===== src/rtl/ad_capture_ctrl_if.sv =====
// rtl/ad_capture_ctrl_if.sv - ADC pin, trigger control and capture RAM signals of ad_capture_ctrl
// master is the capture controller, slave is the surrounding logic (ADC pins, RAM, reader).
interface ad_capture_ctrl_if #(
  parameter int DATA_W     = 10,
  parameter int DEPTH_LOG2 = 10,
  parameter int OTR_W      = 16
) ();
  logic                    start;
  logic                    force_trig;
  logic [DATA_W-1:0]       trig_level;
  logic                    trig_rising;
  logic                    ack;
  logic [DATA_W-1:0]       ad_data1;
  logic [DATA_W-1:0]       ad_data2;
  logic                    OTR1;
  logic                    OTR2;
  logic                    ad1oe;
  logic                    ad2oe;
  logic                    wr_en;
  logic [DEPTH_LOG2-1:0]   wr_addr;
  logic [2*DATA_W-1:0]     wr_data;
  logic [OTR_W-1:0]        otr1_cnt;
  logic [OTR_W-1:0]        otr2_cnt;
  logic                    busy;
  logic                    done;

  modport master (
    input  start, force_trig, trig_level, trig_rising, ack,
    input  ad_data1, ad_data2, OTR1, OTR2,
    output ad1oe, ad2oe, wr_en, wr_addr, wr_data,
    output otr1_cnt, otr2_cnt, busy, done
  );

  modport slave (
    output start, force_trig, trig_level, trig_rising, ack,
    output ad_data1, ad_data2, OTR1, OTR2,
    input  ad1oe, ad2oe, wr_en, wr_addr, wr_data,
    input  otr1_cnt, otr2_cnt, busy, done
  );
endinterface


===== src/rtl/ad_capture_ctrl.sv =====
// rtl/ad_capture_ctrl.sv - dual-channel ADC capture sequencer (settle, level trigger, block write, OTR count)
// All control outputs decode the state register, so an async reset clears them immediately.
module ad_capture_ctrl #(
  parameter int DATA_W     = 10,
  parameter int DEPTH_LOG2 = 10,
  parameter int SETTLE_CYC = 8,
  parameter int OTR_W      = 16
) (
  input  logic                clk_20M,
  input  logic                rst,
  ad_capture_ctrl_if.master   bus
);

  typedef enum logic [2:0] {
    IDLE,
    SETTLE,
    WAIT_TRIG,
    CAPTURE,
    DONE
  } state_t;

  localparam logic [DEPTH_LOG2-1:0] LAST_ADDR   = '1;
  localparam logic [7:0]            SETTLE_INIT = 8'(SETTLE_CYC);

  state_t                state;
  state_t                state_nx;
  logic [DATA_W-1:0]     s1;
  logic [DATA_W-1:0]     s2;
  logic [DATA_W-1:0]     p1;
  logic                  so1;
  logic                  so2;
  logic [7:0]            settle_cnt;
  logic                  wr_otr1;
  logic                  wr_otr2;
  logic                  level_hit;
  logic                  trig;
  logic [DEPTH_LOG2-1:0] wr_addr_q;
  logic [2*DATA_W-1:0]   wr_data_q;
  logic [OTR_W-1:0]      otr1_q;
  logic [OTR_W-1:0]      otr2_q;

  always_ff @(posedge clk_20M or posedge rst) begin
    if (rst) begin
      s1  <= '0;
      s2  <= '0;
      p1  <= '0;
      so1 <= 1'b0;
      so2 <= 1'b0;
    end else begin
      s1  <= bus.ad_data1;
      s2  <= bus.ad_data2;
      p1  <= s1;
      so1 <= bus.OTR1;
      so2 <= bus.OTR2;
    end
  end

  always_comb begin
    level_hit = 1'b0;
    if (bus.trig_rising) begin
      level_hit = (p1 < bus.trig_level) && (s1 >= bus.trig_level);
    end else begin
      level_hit = (p1 > bus.trig_level) && (s1 <= bus.trig_level);
    end
    trig = level_hit | bus.force_trig;
  end

  always_ff @(posedge clk_20M or posedge rst) begin
    if (rst) begin
      state <= IDLE;
    end else begin
      state <= state_nx;
    end
  end

  always_comb begin
    state_nx = state;
    case (state)
      IDLE:      if (bus.start) state_nx = SETTLE;
      SETTLE:    if (settle_cnt <= 8'd1) state_nx = WAIT_TRIG;
      WAIT_TRIG: if (trig) state_nx = CAPTURE;
      CAPTURE:   if (wr_addr_q == LAST_ADDR) state_nx = DONE;
      DONE:      if (bus.ack) state_nx = IDLE;
      default:   state_nx = IDLE;
    endcase
  end

  // Write address/data lead the CAPTURE state by one register stage: the
  // pair loaded on the trigger edge is the one presented with addr 0.
  always_ff @(posedge clk_20M or posedge rst) begin
    if (rst) begin
      settle_cnt <= '0;
      wr_addr_q  <= '0;
      wr_data_q  <= '0;
      wr_otr1    <= 1'b0;
      wr_otr2    <= 1'b0;
      otr1_q     <= '0;
      otr2_q     <= '0;
    end else begin
      case (state)
        IDLE: begin
          if (bus.start) begin
            settle_cnt <= SETTLE_INIT;
            otr1_q     <= '0;
            otr2_q     <= '0;
          end
        end
        SETTLE: begin
          settle_cnt <= settle_cnt - 8'd1;
        end
        WAIT_TRIG: begin
          if (trig) begin
            wr_addr_q <= '0;
            wr_data_q <= {s2, s1};
            wr_otr1   <= so1;
            wr_otr2   <= so2;
          end
        end
        CAPTURE: begin
          if (wr_otr1 && (otr1_q != {OTR_W{1'b1}})) otr1_q <= otr1_q + 1'b1;
          if (wr_otr2 && (otr2_q != {OTR_W{1'b1}})) otr2_q <= otr2_q + 1'b1;
          if (wr_addr_q != LAST_ADDR) begin
            wr_addr_q <= wr_addr_q + 1'b1;
            wr_data_q <= {s2, s1};
            wr_otr1   <= so1;
            wr_otr2   <= so2;
          end
        end
        default: begin
        end
      endcase
    end
  end

  assign bus.busy     = (state == SETTLE) || (state == WAIT_TRIG) || (state == CAPTURE);
  assign bus.done     = (state == DONE);
  assign bus.ad1oe    = !bus.busy;
  assign bus.ad2oe    = !bus.busy;
  assign bus.wr_en    = (state == CAPTURE);
  assign bus.wr_addr  = wr_addr_q;
  assign bus.wr_data  = wr_data_q;
  assign bus.otr1_cnt = otr1_q;
  assign bus.otr2_cnt = otr2_q;

endmodule


===== src/flat_wrapper.sv =====
// flat-port wrapper written by rule: the top's interface ports become plain ports
module ad_capture_ctrl_flat 
#(
  parameter int DATA_W     = 10,
  parameter int DEPTH_LOG2 = 10,
  parameter int SETTLE_CYC = 8,
  parameter int OTR_W      = 16
)
  (clk_20M, rst, bus_start, bus_force_trig, bus_trig_level, bus_trig_rising, bus_ack, bus_ad_data1, bus_ad_data2, bus_OTR1, bus_OTR2, bus_ad1oe, bus_ad2oe, bus_wr_en, bus_wr_addr, bus_wr_data, bus_otr1_cnt, bus_otr2_cnt, bus_busy, bus_done);
  ad_capture_ctrl_if #(.DATA_W(DATA_W), .DEPTH_LOG2(DEPTH_LOG2), .OTR_W(OTR_W)) bus_i ();
  input  logic clk_20M;
  input  logic rst;
  input wire logic [$bits(bus_i.start)-1:0] bus_start;
  input wire logic [$bits(bus_i.force_trig)-1:0] bus_force_trig;
  input wire logic [$bits(bus_i.trig_level)-1:0] bus_trig_level;
  input wire logic [$bits(bus_i.trig_rising)-1:0] bus_trig_rising;
  input wire logic [$bits(bus_i.ack)-1:0] bus_ack;
  input wire logic [$bits(bus_i.ad_data1)-1:0] bus_ad_data1;
  input wire logic [$bits(bus_i.ad_data2)-1:0] bus_ad_data2;
  input wire logic [$bits(bus_i.OTR1)-1:0] bus_OTR1;
  input wire logic [$bits(bus_i.OTR2)-1:0] bus_OTR2;
  output wire logic [$bits(bus_i.ad1oe)-1:0] bus_ad1oe;
  output wire logic [$bits(bus_i.ad2oe)-1:0] bus_ad2oe;
  output wire logic [$bits(bus_i.wr_en)-1:0] bus_wr_en;
  output wire logic [$bits(bus_i.wr_addr)-1:0] bus_wr_addr;
  output wire logic [$bits(bus_i.wr_data)-1:0] bus_wr_data;
  output wire logic [$bits(bus_i.otr1_cnt)-1:0] bus_otr1_cnt;
  output wire logic [$bits(bus_i.otr2_cnt)-1:0] bus_otr2_cnt;
  output wire logic [$bits(bus_i.busy)-1:0] bus_busy;
  output wire logic [$bits(bus_i.done)-1:0] bus_done;
  assign bus_i.start = bus_start;
  assign bus_i.force_trig = bus_force_trig;
  assign bus_i.trig_level = bus_trig_level;
  assign bus_i.trig_rising = bus_trig_rising;
  assign bus_i.ack = bus_ack;
  assign bus_i.ad_data1 = bus_ad_data1;
  assign bus_i.ad_data2 = bus_ad_data2;
  assign bus_i.OTR1 = bus_OTR1;
  assign bus_i.OTR2 = bus_OTR2;
  assign bus_ad1oe = bus_i.ad1oe;
  assign bus_ad2oe = bus_i.ad2oe;
  assign bus_wr_en = bus_i.wr_en;
  assign bus_wr_addr = bus_i.wr_addr;
  assign bus_wr_data = bus_i.wr_data;
  assign bus_otr1_cnt = bus_i.otr1_cnt;
  assign bus_otr2_cnt = bus_i.otr2_cnt;
  assign bus_busy = bus_i.busy;
  assign bus_done = bus_i.done;
  ad_capture_ctrl #(.DATA_W(DATA_W), .DEPTH_LOG2(DEPTH_LOG2), .SETTLE_CYC(SETTLE_CYC), .OTR_W(OTR_W)) u_core (.clk_20M(clk_20M), .rst(rst), .bus(bus_i));
endmodule

===== config.mk =====
export PLATFORM = sky130hd
export DESIGN_NAME = ad_capture_ctrl_flat
export DESIGN_NICKNAME = d
export VERILOG_FILES = /design/src/rtl/ad_capture_ctrl_if.sv /design/src/rtl/ad_capture_ctrl.sv /design/src/flat_wrapper.sv
export SDC_FILE = /design/constraint.sdc
export NUM_CORES = 1
export LEC_CHECK = 0
export ABC_AREA = 1
export CORE_MARGIN = 2
export CORE_UTILIZATION = 41
export DETAILED_ROUTE_END_ITERATION = 12
export GPL_ROUTABILITY_DRIVEN = 1
export PLACE_DENSITY = 0.63
export RECOVER_POWER = 100
export REMOVE_ABC_BUFFERS = 1
export SLEW_MARGIN = 20
export SYNTH_ARGS = -nofsm -noshare
export SYNTH_HDL_FRONTEND = slang
export SYNTH_SLANG_ARGS = --single-unit

===== constraint.sdc =====
create_clock -name clk_20M -period 8.1 [get_ports clk_20M]
set_input_delay 1.215 -clock clk_20M [delete_from_list [all_inputs] [get_ports clk_20M]]
set_output_delay 1.215 -clock clk_20M [all_outputs]
set_load 0.005 [all_outputs]

* Yosys cells after proc, flatten, opt, wreduce, memory -nomap -nowiden
Cells that the tools add are included.
** Cells by class
- Order comparisons :: 5
- Equality and inequality tests :: 16
- Multiplexer cells :: 26
- Shift operators :: 0
- Reductions and logical operators :: 16
- Add/subtract/negate cells :: 4
- Multipliers :: 0
- Bitwise operators :: 1
- Divide/modulo/power cells :: 0
** Operator list (number)
- one-hot mux 16 bit (2 select lines) :: 2
- 2-to-1 mux 16 bit :: 3
- 2-to-1 mux 20 bit :: 2
- one-hot mux 20 bit (2 select lines) :: 1
- adder 16 x 1 -> 16 bit, second input constant :: 2
- inequality test 16 bit, second input constant :: 2
- 2-to-1 mux 10 bit :: 2
- one-hot mux 10 bit (2 select lines) :: 1
- one-hot mux 8 bit (2 select lines) :: 1
- 2-to-1 mux 3 bit :: 5
- one-hot mux 3 bit (5 select lines) :: 1
- inequality test 2 x 1 -> 1 bit, second input constant :: 6
- adder 10 x 1 -> 10 bit, second input constant :: 1
- equality test 10 bit, second input constant :: 1
- greater-or-equal comparator 10 bit :: 1
- greater-than comparator 10 bit :: 1
- <= comparator 10 bit :: 1
- less-than comparator 10 bit :: 1
- inequality test 10 bit, second input constant :: 1
- AND reduction 3 bit :: 3
- <= comparator 8 x 1 -> 1 bit, second input constant :: 1
- 2-to-1 mux 8 bit :: 1
- subtractor 8 x 1 -> 8 bit, second input constant :: 1
- equality test 3 x 2 -> 1 bit, second input constant :: 2
- 13 further kinds :: 25
** Storage, ports and cells
- Memories :: 0
- Register bits after elaboration :: 107
- ROM bits :: 0
- Bits of input ports :: 38
- Memory bits (writable) :: 0
- Bits in latches :: 0
- Logic and storage cells :: 81
- Output and inout port bits :: 67

* Longest topological paths before layout
- Depth in word-level cells :: 6
- Mapped depth :: 15
- Mapped depth without buffers :: 14

* Worst setup path before layout
OpenSTA, ideal clock, no wires.
- Kind :: input to register
- Start :: input bus_trig_level[9]
- End :: register u_core.wr_data_q[10] (netlist: u_core.bus.wr_data[10])
- Required time :: 8.035 ns
- Slack :: 5.485 ns
- Data arrival time :: 2.550 ns
- Library setup time :: 0.065 ns
- Path buffers :: 1
- Cell stages on the path :: 13
- Cells stage by stage :: inv_1 > ha_1 > nand2_1 > nor2_2 > inv_1 > a21oi_1 > nor2_1 > nor2_1 > nand2_1 > nand3_2 > buf_2 > nand3_2 > nand2_1
** Between the ends
- Longest elaborated chain between the ends :: 6
- Elaborated cells between the ends (all ways) :: 10
- Classes of those cells :: order compare: 4; eq/ne: 1; mux: 1; bitwise: 1; reduce/logical: 3
** Ends and longest elaborated chain
- start: declaration :: line flat_wrapper.sv:15 : input wire logic [$bits(bus_i.trig_level)-1:0] bus_trig_level;
- greater-than comparator 10 bit, or another cell as far along :: line ad_capture_ctrl.sv:63 : level_hit = (p1 > bus.trig_level) && (s1 <= bus.trig_level);
- logical AND 1 bit, on equally long branches :: line ad_capture_ctrl.sv:63, ad_capture_ctrl.sv:61
- 2-to-1 mux 1 bit (*) :: line ad_capture_ctrl.sv:60 : if (bus.trig_rising) begin
- OR 1 bit (*) :: line ad_capture_ctrl.sv:65 : trig = level_hit | bus.force_trig;
- inequality test 2 x 1 -> 1 bit (no source line) (*)
- AND reduction 3 bit (no source line) (*)
- end signal: assignment :: line ad_capture_ctrl.sv:114 : wr_data_q <= {s2, s1};
- end signal: assignment :: line ad_capture_ctrl.sv:124 : wr_data_q <= {s2, s1};
- end: declaration :: line ad_capture_ctrl.sv:38 : logic [2*DATA_W-1:0] wr_data_q;
Mark *: on every way between the ends. The rest lies on a longest branch, timed or not.
A chain may end at the register's enable or synchronous reset.

* Final worst setup path
- Start :: input bus_trig_level[9]
- End :: register u_core.wr_data_q[15] (netlist: u_core.bus.wr_data[15])
Same word-level chain as after synthesis.

==> results.py <==
metrics = {
    "die": {
        "chipHeight_um": 121,
        "rows": 42,
        "die_area_sq_um": 14700,
        "die_x_um": 121,
        "start_util": 0.423,
        "ios": 105,
        "core_sq_um": 13300,
    },
    "timing": {
        "fin_setup_tns_ps": 0,
        "hold_ws_ps": 428,
        "fmax_mhz": 189,
        "period_needed_ps": 5280,
        "finalCritPeriodShare": 0.652,
        "setup_slack_ps": 2820,
        "worst_pin_slew_ps": 1640,
        "rsz0062_at_grt": "no",
        "drv_slew": 52,
        "final-hold-violation-count": 0,
        "clock_skew_ps": 6.51,
        "max-slew-margin-rel": -0.0940,
        "setup_viol": 0,
    },
    "cells_and_area": {
        "layout.cells.non_filler": 933,
        "final-seq-area_sq_um": 2680,
        "fin_util": 0.526,
        "area_delta_synth_final_pct": 24.3,
        "multi_input_area_sq_um": 2520,
        "fill_cells": 1265,
        "nets": 814,
        "drive_gt1_frac": 0.0780,
    },
    "synthesis": {
        "ys_types": 42,
        "synth_most_common_cell": "nand2_1",
        "syn_area_per_cell_sq_um": 8.65,
        "dominantRegCellSynth": "dfrtp_1",
        "ys_seq_area_frac": 0.474,
        "synth_top_area_frac": 0.474,
        "synthArstFlopShare": 1.00,
        "synth_cells": 653,
        "yosys_warnings": 0,
        "ys_seq_elements": 107,
        "synth_edf_count": 0,
        "synthTopCellsByArea": "dfrtp_1, nand2_1, ha_1",
        "synth_area_sq_um": 5650,
        "synth_common_cells": "nand2_1, dfrtp_1, inv_1, nor2_1, nand3_1",
        "yosysTopAreaCell": "dfrtp_1",
    },
    "clock_network": {
        "path_clk_slew_ps": 70,
        "cts_tree": "done",
        "cts_resized": 0,
        "cts_sinks": 107,
        "cts_buffers": 9,
        "htree_levels": 3,
        "cts-root-buf": "clkbuf_16",
        "postCtsSetupRepairBufs": 0,
        "postCtsHoldBufs": 0,
        "clockBufferDepth": 2,
        "clk_latency_ps": 350,
    },
    "global_routing": {
        "grt_usage": 0.185,
        "grt_max_degree": 77,
        "grt_antenna_before_repair": 1,
        "grt_first_pass_wirelength_um": 21600,
        "gr-total-overflow": 0,
        "grt_pass1_vias": 4513,
    },
    "pwr": {
        "ir_worst_vdd_v": 0.000137,
        "p_leak_uw": 0.00337,
        "p_per_area_nw_per_um2": 254,
    },
    "critical_path": {
        "path_class": "input pin to register",
        "critPathMostFrequentCell": "nand2_1",
        "cp.required_ps": 8390,
        "cp_max_fo": 32,
        "path_cells": "dlygate4sd3_1 > inv_1 > ha_1 > nand2_1 > nor2_1 > nand3_1 > nand3_1 > nand2_1 > nand2_1 > nand3_1 > nand2_1 > nand2_1 > nand2_1",
        "setup.worst_path.start_class": "input pin",
        "crit_path_top_delay_cell": "nand2_1",
        "max_stage_delay_ps": 1460,
        "arrival_ps": 5570,
        "endpoint_kind": "register",
    },
    "routing": {
        "vias": 4548,
        "postRouteAntennaNets": 0,
        "dr.pass1.iters": 4,
        "drt-initial-drc-count": 287,
        "wire_per_inst_um": 13.6,
        "vias_per_cell": 4.87,
        "route.detailed.drc": 0,
        "drt-total-wl_um": 12700,
    },
    "flow_run": {
        "cap_viol_max_count": 2,
    },
    "placed_design": {
        "placed_cells": 916,
        "gp_congestion": 0.811,
        "port_buffers": 104,
        "place_hpwl_um": 9060,
        "preCtsSetupSlack_ps": 3580,
    },
    "run_status": {
        "violations": "max-capacitance violations, max-slew violations",
        "outcome": "finished, violations left",
    },
    "min_path": {
        "hold_path_class": "register to register",
    },
}
==> worst paths after layout <==
check                                  startpoint                            endpoint  slack [ps]  depth (start not counted)
setup / recovery                bus_trig_level[9]  u_core.bus.wr_data[15]$_DFFE_PP0P_        2820                         13
hold / removal             u_core.s1[0]$_DFF_PP0_              u_core.p1[0]$_DFF_PP0_         430                          0
setup reg to reg           u_core.s1[9]$_DFF_PP0_  u_core.bus.wr_data[15]$_DFFE_PP0P_        3820                         11
hold reg to reg            u_core.s1[0]$_DFF_PP0_              u_core.p1[0]$_DFF_PP0_         430                          0
max in group asynchronous                     rst    u_core.settle_cnt[0]$_DFFE_PP0P_        4950                          3
min in group asynchronous                     rst              u_core.s2[2]$_DFF_PP0_        1600                          2
==> critical path, delay by kind of cell <==
kind	cells	cell delay, ps
adders and majority gates	1	290
and+or+nand+nor	10	3450
buffers and inverters	2	570
==> per-stage QoR <==
step / power (uW) / instance area, sq um
2_1_floorplan: 1090 / 5480
3_3_place_gp: 1390 / 6760
3_5_place_dp: 1410 / 6760
4_1_cts: 1860 / 7060
5_1_grt: 1930 / 7020
6_report: 1780 / 7020
==> where the power goes <==
part / internal, uW / switching (uW) / leakage (uW)
clock: 244 / 202 / 0.000141
combinational: 244 / 386 / 0.00187
sequential: 633 / 75.3 / 0.00136
total: 1120 / 664 / 0.00337
==> sequential cells by signal (all words and copies together), names as in the netlist, 3 cells and up <==
signal               flops
u_core.s2               10
u_core.bus.wr_data      20
u_core.bus.wr_addr      10
u_core.settle_cnt        8
u_core.bus.otr1_cnt     16
u_core.p1               10
u_core.state             3
u_core.s1               10
u_core.bus.otr2_cnt     16
==> per-layer routing <==
metal | vias up | part of all wire | GRT usage
li1 | 2311 | - | -
met4 | 0 | 0.012 | 0.0553
met3 | 7 | 0.044 | 0.0498
met1 | 2156 | 0.46 | 0.236
met5 | - | 0 | 0
met2 | 74 | 0.49 | 0.306
==> cells by family after synthesis <==
family | after synthesis | share of synthesized area
adders and majority gates | 25 | 0.0553
and+or+nand+nor | 354 | 0.294
DFF | 107 | 0.474
buffers and inverters | 85 | 0.0753
xor gates and xnor gates | 24 | 0.0372
AOI/OAI and AO/OA | 58 | 0.0646
==> final cells by class <==
type	instances	share of cell area
clock inverters	6	0.0105
inverters	67	0.0362
clock buffers	10	0.0326
diodes	1	0.000356
flip-flops and latches	107	0.381
multi-input cells	461	0.359
well taps	176	0.0314
repair buffers	105	0.149
==> cells in the final DEF, fill, tap and decap left out, drive strengths merged, types with 6 or more instances in the layout <==
master / instances
inv: 67
a21oi: 13
dfrtp: 107
clkbuf: 10
nand2: 199
dlygate4sd3: 91
ha: 25
nand4: 10
nand3: 62
nor2: 57
clkdlybuf4s50: 13
o21ai: 25
xor2: 18
nor3: 17
xnor2: 6
o31ai: 10
(Power assumes the default switching activity.)
==> RTL change 1 (config.mk and constraints unchanged) <==
`OTR_W` is set to 16 in 3 places; all go to 24.
--- a/src/rtl/ad_capture_ctrl_if.sv
+++ b/src/rtl/ad_capture_ctrl_if.sv
@@ -3,7 +3,7 @@
 interface ad_capture_ctrl_if #(
   parameter int DATA_W     = 10,
   parameter int DEPTH_LOG2 = 10,
-  parameter int OTR_W      = 16
+  parameter int OTR_W      = 24
 ) ();
   logic                    start;
   logic                    force_trig;
--- a/src/rtl/ad_capture_ctrl.sv
+++ b/src/rtl/ad_capture_ctrl.sv
@@ -4,7 +4,7 @@
   parameter int DATA_W     = 10,
   parameter int DEPTH_LOG2 = 10,
   parameter int SETTLE_CYC = 8,
-  parameter int OTR_W      = 16
+  parameter int OTR_W      = 24
 ) (
   input  logic                clk_20M,
   input  logic                rst,
--- a/src/flat_wrapper.sv
+++ b/src/flat_wrapper.sv
@@ -4,7 +4,7 @@
   parameter int DATA_W     = 10,
   parameter int DEPTH_LOG2 = 10,
   parameter int SETTLE_CYC = 8,
-  parameter int OTR_W      = 16
+  parameter int OTR_W      = 24
 )
   (clk_20M, rst, bus_start, bus_force_trig, bus_trig_level, bus_trig_rising, bus_ack, bus_ad_data1, bus_ad_data2, bus_OTR1, bus_OTR2, bus_ad1oe, bus_ad2oe, bus_wr_en, bus_wr_addr, bus_wr_data, bus_otr1_cnt, bus_otr2_cnt, bus_busy, bus_done);
   ad_capture_ctrl_if #(.DATA_W(DATA_W), .DEPTH_LOG2(DEPTH_LOG2), .OTR_W(OTR_W)) bus_i ();
Interface: changed (resized bus_otr1_cnt and bus_otr2_cnt); port bits go from 105 to 121. The function was not compared with the original's and may differ.
==> RTL change 1 against the unedited design <==
The run still ends with max-capacitance violations, max-slew violations left. Count of clock-buffer cells in the layout rose by 12. Critical path depth did not move. Design area rose by 21%. Worst hold slack got worse by 19 ps. Total power rose by 19%. Synthesized area rose by 17%. Sequential cell count rose by 16. Fmax rose by 8.7%. Setup slack improved by 420 ps. Via count rose by 26%. First-iteration DRC count rose by 25%. Combinational power rose by 3%. Routed wire length rose by 29%. Utilization rose by 0.95 points. Highest routed layer unchanged.
==> RTL change 1: results (changes against the unedited design) <==
- Root buf cell: clkbuf_16 (unchanged)
- Post-synthesis adder-cell area fraction: 4.72% (was 5.53%)
- Pre-antenna DRT Iters: 5 (was 4)
- Max incr delay on CP: 1300 ps (was 1460 ps)
- Worst Max-Slew Pin Slew: 2490 ps (was 1640 ps)
- Initial drt markers: 359 (was 287)
- R2r worst-path depth: 11 (unchanged)
- Arr. time, crit path: 5200 ps (was 5570 ps)
- Clock Latency Late Sink: 420 ps (was 350 ps)
- Slew Limit Fails: 59 (was 52)
- Vias in the first global route: 5352 (was 4513)
- Final std cells w/o fill: 1196 (was 933)
- Setup Buffers After CTS: 0 (unchanged)
- Post-DP HPWL: 11400 microns (was 9060 microns)
- Ant diodes: 0 (was 1)
- Final Wtd Congestion: 0.851 (was 0.811)
- Post-synthesis mux area share: 0.170% (was 0%)
- Max Cap Viol: 1 (was 2)
- Post-synthesis sequential area ratio: 46.4% (was 47.4%)
- Peak VDD IR: 0.000166 V (was 0.000137 V)
- Failing checks: max-capacitance violations, max-slew violations (unchanged)
- Status: finished, violations left (unchanged)
- Final #Nets: 1030 (was 814)
- Largest net degree at the start of global routing: 67 (was 77)
- WL final: 16400 microns (was 12700 microns)
- Syn avg cell area: 7.79 sq um (was 8.65 sq um)
- Total CTS buffers: 17 (was 9)
- First-pass GRT wire length: 27200 microns (was 21600 microns)
- Fillers: 1526 (was 1265)
- Max FO, Critical Path: 34 (was 32)
- CTS Buffer Depth: 2 (unchanged)
- Port Buffers: 120 (was 104)
- Worst min path class: reg2reg (unchanged)
- Most frequent cells after synthesis: 273 x nand2_1, 123 x dfrtp_1, 102 x nor2_1, 94 x nand3_1, 67 x inv_1 (was 193 x nand2_1, 107 x dfrtp_1, 59 x inv_1, 52 x nor2_1, 40 x nand3_1)
- Synth Area in Compound Gates: 3.57% (was 6.46%)
- Slowest library cell on the worst path: nand2_1 (unchanged)
- Xor/xnor share of the synthesized area: 5.55% (was 3.72%)
- Share of cells above drive strength 1: 4.80% (was 7.80%)
- Distinct cells, synth: 40 (was 42)
- DP Cell Count: 1164 (was 916)
- Yosys top cell by area: dfrtp_1 (unchanged)
- Clock skew: 6.32 ps (was 6.51 ps)
- GRT Util Overall: 19.5% (was 18.5%)
- Routed via count: 5723 (was 4548)
- Initial antenna violation count: 0 (was 1)
- Synth top area cells: dfrtp_1 46%, nand2_1 15%, nand3_1 7.1% (was dfrtp_1 47%, nand2_1 13%, ha_1 5.5%)
- H-tree levels: 4 (was 3)
- Worst hold path cell count: 0 (unchanged)
- # resized after CTS: 0 (unchanged)
- Clock slew at reported path FFs: 50 ps (was 70 ps)
- Leak Pwr: 0.00413 uW (was 0.00337 uW)
[RTL change 1: cell types whose count changed after synthesis, sizes merged, moves of 10 or more]
| cell | unedited run | this run |
|---|---|---|
| xor2 | 18 | 37 |
| nor2 | 57 | 104 |
| o31ai | 10 | 0 |
| dfrtp | 107 | 123 |
| nand2 | 199 | 277 |
| nand3 | 62 | 96 |
[RTL change 1: final cells by class]
cell class	count	area [sq um]	area share [%]
Sequential cell	123	3080	36.3
Timing Repair Buffer	122	1210	14.3
Multi-Input combinational cell	627	3100	36.6
Tap cell	216	270	3.19
Clock inverter	10	75.1	0.885
Clock buffer	22	454	5.36
Inverter	76	288	3.39
[RTL change 1: where the power goes]
group | leakage, uW | internal (uW) | switching, uW
registers | 0.00159 | 714 | 73.2
clock network | 0.000271 | 424 | 265
logic | 0.00227 | 232 | 417
[RTL change 1: kinds of logic after synthesis]
family                     count (synthesis)
and+or+nand+nor                          518
xor gates and xnor gates                  42
muxes                                      1
AOI/OAI and AO/OA                         41
buffers and inverters                    101
adders and majority gates                 25
DFF                                      123
[RTL change 1: worst max-delay path: cells and delay by family]
family                     cells  cell delay (ps)
adders and majority gates      1              290
buffers and inverters          2              580
and+or+nand+nor               10             3090
[RTL change 1: through the flow]
step | util, % | hold WS, ps | cell area, sq um | setup WS [ps] | power (uW)
floorplan | - | 374 | 6500 | 3610 | 1170
global placement | 50.5 | 401 | 7990 | 3550 | 1490
detailed placement | 50.5 | 399 | 7990 | 3420 | 1500
CTS | 53.8 | 412 | 8520 | 3870 | 2200
global route | 53.6 | 422 | 8480 | 2750 | 2270
finish | 53.6 | 409 | 8480 | 3250 | 2130
[RTL change 1: routing by layer]
layer	track usage, %	up-vias	routed length [microns]
li1	-	2951	-
met1	27.0	2656	7970
met2	31.1	104	7710
met3	4.13	12	540
met4	5.56	0	154
met5	0	-	0
[RTL change 1: worst paths after layout]
check / end / start / slack, ps
min in group asynchronous: u_core.bus.otr1_cnt[12] / rst / 1940
min reg2reg: u_core.p1[8] / u_core.s1[8] / 410
max reg2reg: u_core.bus.wr_data[14] / u_core.p1[9] / 4260
max in group asynchronous: u_core.bus.wr_data[1] / rst / 4430
min: u_core.p1[8] / u_core.s1[8] / 410
max: u_core.bus.wr_data[14] / bus_trig_level[9] / 3250
==> RTL change 2 (same flow settings) <==
Made on the original files. Reset style: synchronous (`rst`), changed in 3 clocked blocks. Comments in the files are not updated.
--- a/src/rtl/ad_capture_ctrl.sv
+++ b/src/rtl/ad_capture_ctrl.sv
@@ -39,7 +39,7 @@
   logic [OTR_W-1:0]      otr1_q;
   logic [OTR_W-1:0]      otr2_q;
 
-  always_ff @(posedge clk_20M or posedge rst) begin
+  always_ff @(posedge clk_20M) begin
     if (rst) begin
       s1  <= '0;
       s2  <= '0;
@@ -65,7 +65,7 @@
     trig = level_hit | bus.force_trig;
   end
 
-  always_ff @(posedge clk_20M or posedge rst) begin
+  always_ff @(posedge clk_20M) begin
     if (rst) begin
       state <= IDLE;
     end else begin
@@ -87,7 +87,7 @@
 
   // Write address/data lead the CAPTURE state by one register stage: the
   // pair loaded on the trigger edge is the one presented with addr 0.
-  always_ff @(posedge clk_20M or posedge rst) begin
+  always_ff @(posedge clk_20M) begin
     if (rst) begin
       settle_cnt <= '0;
       wr_addr_q  <= '0;
Check against the original RTL: differs if rst is asserted again (counterexample within 4 cycles, from zero or initial values and one cycle with rst high); with rst held inactive, the same outputs for 10 cycles.
==> RTL change 2 against the unedited design <==
The flow still finishes with violations (max-capacitance violations, max-slew violations). Total power shrank 25%. Worst hold slack gained 9.5 ps. Cell count grew 5.1%. Combinational power shrank 47%. Synthesized area shrank 8.0%. Routed wire length shrank 2.5%. Sequential cell count is the same. Sequential power shrank 15%. Design area shrank 7.0%. Setup slack gained 600 ps. Critical path type unchanged.
==> RTL change 2: results (changes against the unedited design) <==
- Status: finished, violations left (unchanged)
- Failing checks: max-capacitance violations, max-slew violations (unchanged)
- Met1 usage: 24.4% (was 23.6%)
- Slew Limit Fails: 16 (was 52)
- Worst hold path cell count: 2 (was 0)
- R2R setup slack: 4020 ps (was 3820 ps)
- Fillers: 1252 (was 1265)
- Ant diodes: 0 (was 1)
- Delay-heaviest family, CP: simple AND/OR/NAND/NOR gates (unchanged)
- Clock slew at reported path FFs: 70 ps (about the same)
- Met3 Use GR: 5.19% (was 4.98%)
- Setup Buffers After CTS: 0 (unchanged)
- Synth Flop Type: dfxtp_1 (was dfrtp_1)
- Worst min path class: reg2reg (unchanged)
- Routed via count: 4845 (was 4548)
- Min-Delay Endpoint: u_core.wr_otr1 (was u_core.p1[0])
- Max reg flops: 20 (unchanged)
- Most Crowded Layer GR: met2 (unchanged)
- Pre-antenna DRT Iters: 4 (unchanged)
- Final #Nets: 867 (was 814)
- Synth top area cells: dfxtp_1 41%, nand2_1 9.2%, inv_1 7.0% (was dfrtp_1 47%, nand2_1 13%, ha_1 5.5%)
- Vias in the first global route: 4602 (was 4513)
- Synth warn: 0 (unchanged)
- Clock Latency Late Sink: 350 ps (about the same)
- Ys async rst share: 0% (was 100%)
- GRT Util Overall: 19.6% (was 18.5%)
- Slowest library cell on the worst path: nand2_1 (unchanged)
- Post-synthesis sequential area ratio: 41.2% (was 47.4%)
- Initial drt markers: 332 (was 287)
- R2r endpoint: u_core.bus.otr2_cnt[4] (was u_core.bus.wr_data[15])
- Reg2reg start: u_core.state[1] (was u_core.s1[9])
- Post-DP HPWL: 8870 microns (was 9060 microns)
- Port Buffers: 104 (unchanged)
- Total CTS buffers: 9 (unchanged)
- Met2 Usage GRT: 31.6% (was 30.6%)
- Worst Max-Slew Pin Slew: 2230 ps (was 1640 ps)
- Clock skew: 7.91 ps (was 6.51 ps)
- Final Wtd Congestion: 0.855 (was 0.811)
- Most frequent cells after synthesis: 127 x nand2_1, 107 x dfxtp_1, 97 x inv_1, 90 x nor2_1, 67 x a21oi_1 (was 193 x nand2_1, 107 x dfrtp_1, 59 x inv_1, 52 x nor2_1, 40 x nand3_1)
- R2r worst-path depth: 9 (was 11)
- Max incr delay on CP: 880 ps (was 1460 ps)
- Distinct cells, synth: 40 (was 42)
- Share of cells above drive strength 1: 4.70% (was 7.80%)
- Peak VDD IR: 0.000113 V (was 0.000137 V)
- Max FO, Critical Path: 33 (was 32)
- Initial antenna violation count: 0 (was 1)
- # resized after CTS: 0 (unchanged)
- WL final: 12400 microns (was 12700 microns)
- Largest net degree at the start of global routing: 81 (was 77)
- Arr. time, crit path: 4880 ps (was 5570 ps)
- Max Cap Viol: 1 (was 2)
- Hold path start: u_core.so1 (was u_core.s1[0])
- First-pass GRT wire length: 21100 microns (was 21600 microns)
- Placed inst area: 6310 sq um (was 6760 sq um)
- Final setup viols: 0 (unchanged)
- Root buf cell: clkbuf_16 (unchanged)
- CTS Buffer Depth: 2 (unchanged)
- Leak Pwr: 0.00286 uW (was 0.00337 uW)
- H-tree levels: 3 (unchanged)
==> RTL change 2: kinds of logic (layout without fill, tap and decap cells) <==
family                   count (synthesis)  count (layout)  share of synthesized area, %
AND/OR/NAND/NOR                        342             342                          30.4
buffers and inverters                  126             222                          10.3
flip-flops                             107             107                          41.2
AO/OA/AOI/OAI                          103             103                          10.5
adder cells (fa/ha/maj)                 25              25                          6.01
XOR/XNOR                                10              10                          1.68
==> RTL change 2: through the flow <==
stage	power, uW	utilization [%]	hold WS (ps)	cells	worst slack (ps)
floorplan	826	-	420	688	5070
global placement	954	50.4	429	965	4150
detailed placement	965	50.4	436	965	4020
CTS	1380	52.6	444	981	4390
global route	1430	52.2	455	981	2910
finish	1340	52.2	438	981	3420
==> RTL change 2: per-layer routing <==
metal / routed length [microns] / vias up
met5: 0 / -
met1: 5560 / 2231
met4: 250 / 0
met2: 5800 / 118
met3: 773 / 17
li1: - / 2479
==> RTL change 2: cell type report <==
| cell class | count | share of cell area [%] |
|---|---|---|
| multi-input cells | 480 | 37.9 |
| clock buffers | 14 | 4.04 |
| clock inverters | 2 | 0.153 |
| inverters | 101 | 5.82 |
| well taps | 172 | 3.29 |
| flip-flops and latches | 107 | 32.8 |
| repair buffers | 105 | 16.0 |
==> RTL change 2: power by group <==
group	leakage (uW)	internal [uW]	total, uW	switching (uW)
sequential	0.000872	566	599	32.2
clock	0.000137	225	412	187
combinational	0.00186	122	333	210
==> RTL change 2: how the worst max path moves through the flow <==
stage	from	endpoint	slack [ps]	cells after the start
3_5_place_dp	bus_trig_level[9]	u_core.bus.wr_data[5]	4020	15
5_1_grt	bus_trig_level[9]	u_core.bus.wr_data[8]	2910	15
2_1_floorplan	bus_trig_level[9]	u_core.bus.wr_addr[1]	5070	15
3_3_place_gp	bus_trig_level[9]	u_core.bus.wr_data[16]	4150	15
4_1_cts	bus_trig_level[9]	u_core.bus.wr_data[5]	4390	15
6_report	bus_trig_level[9]	u_core.bus.wr_data[5]	3420	15
==> RTL change 2: tightest hold or removal path: cells and delay by family, from the launching register on <==
family | cells | cell delay [ps]
flops | 1 | 300
compound gates | 1 | 50
simple gates | 1 | 50
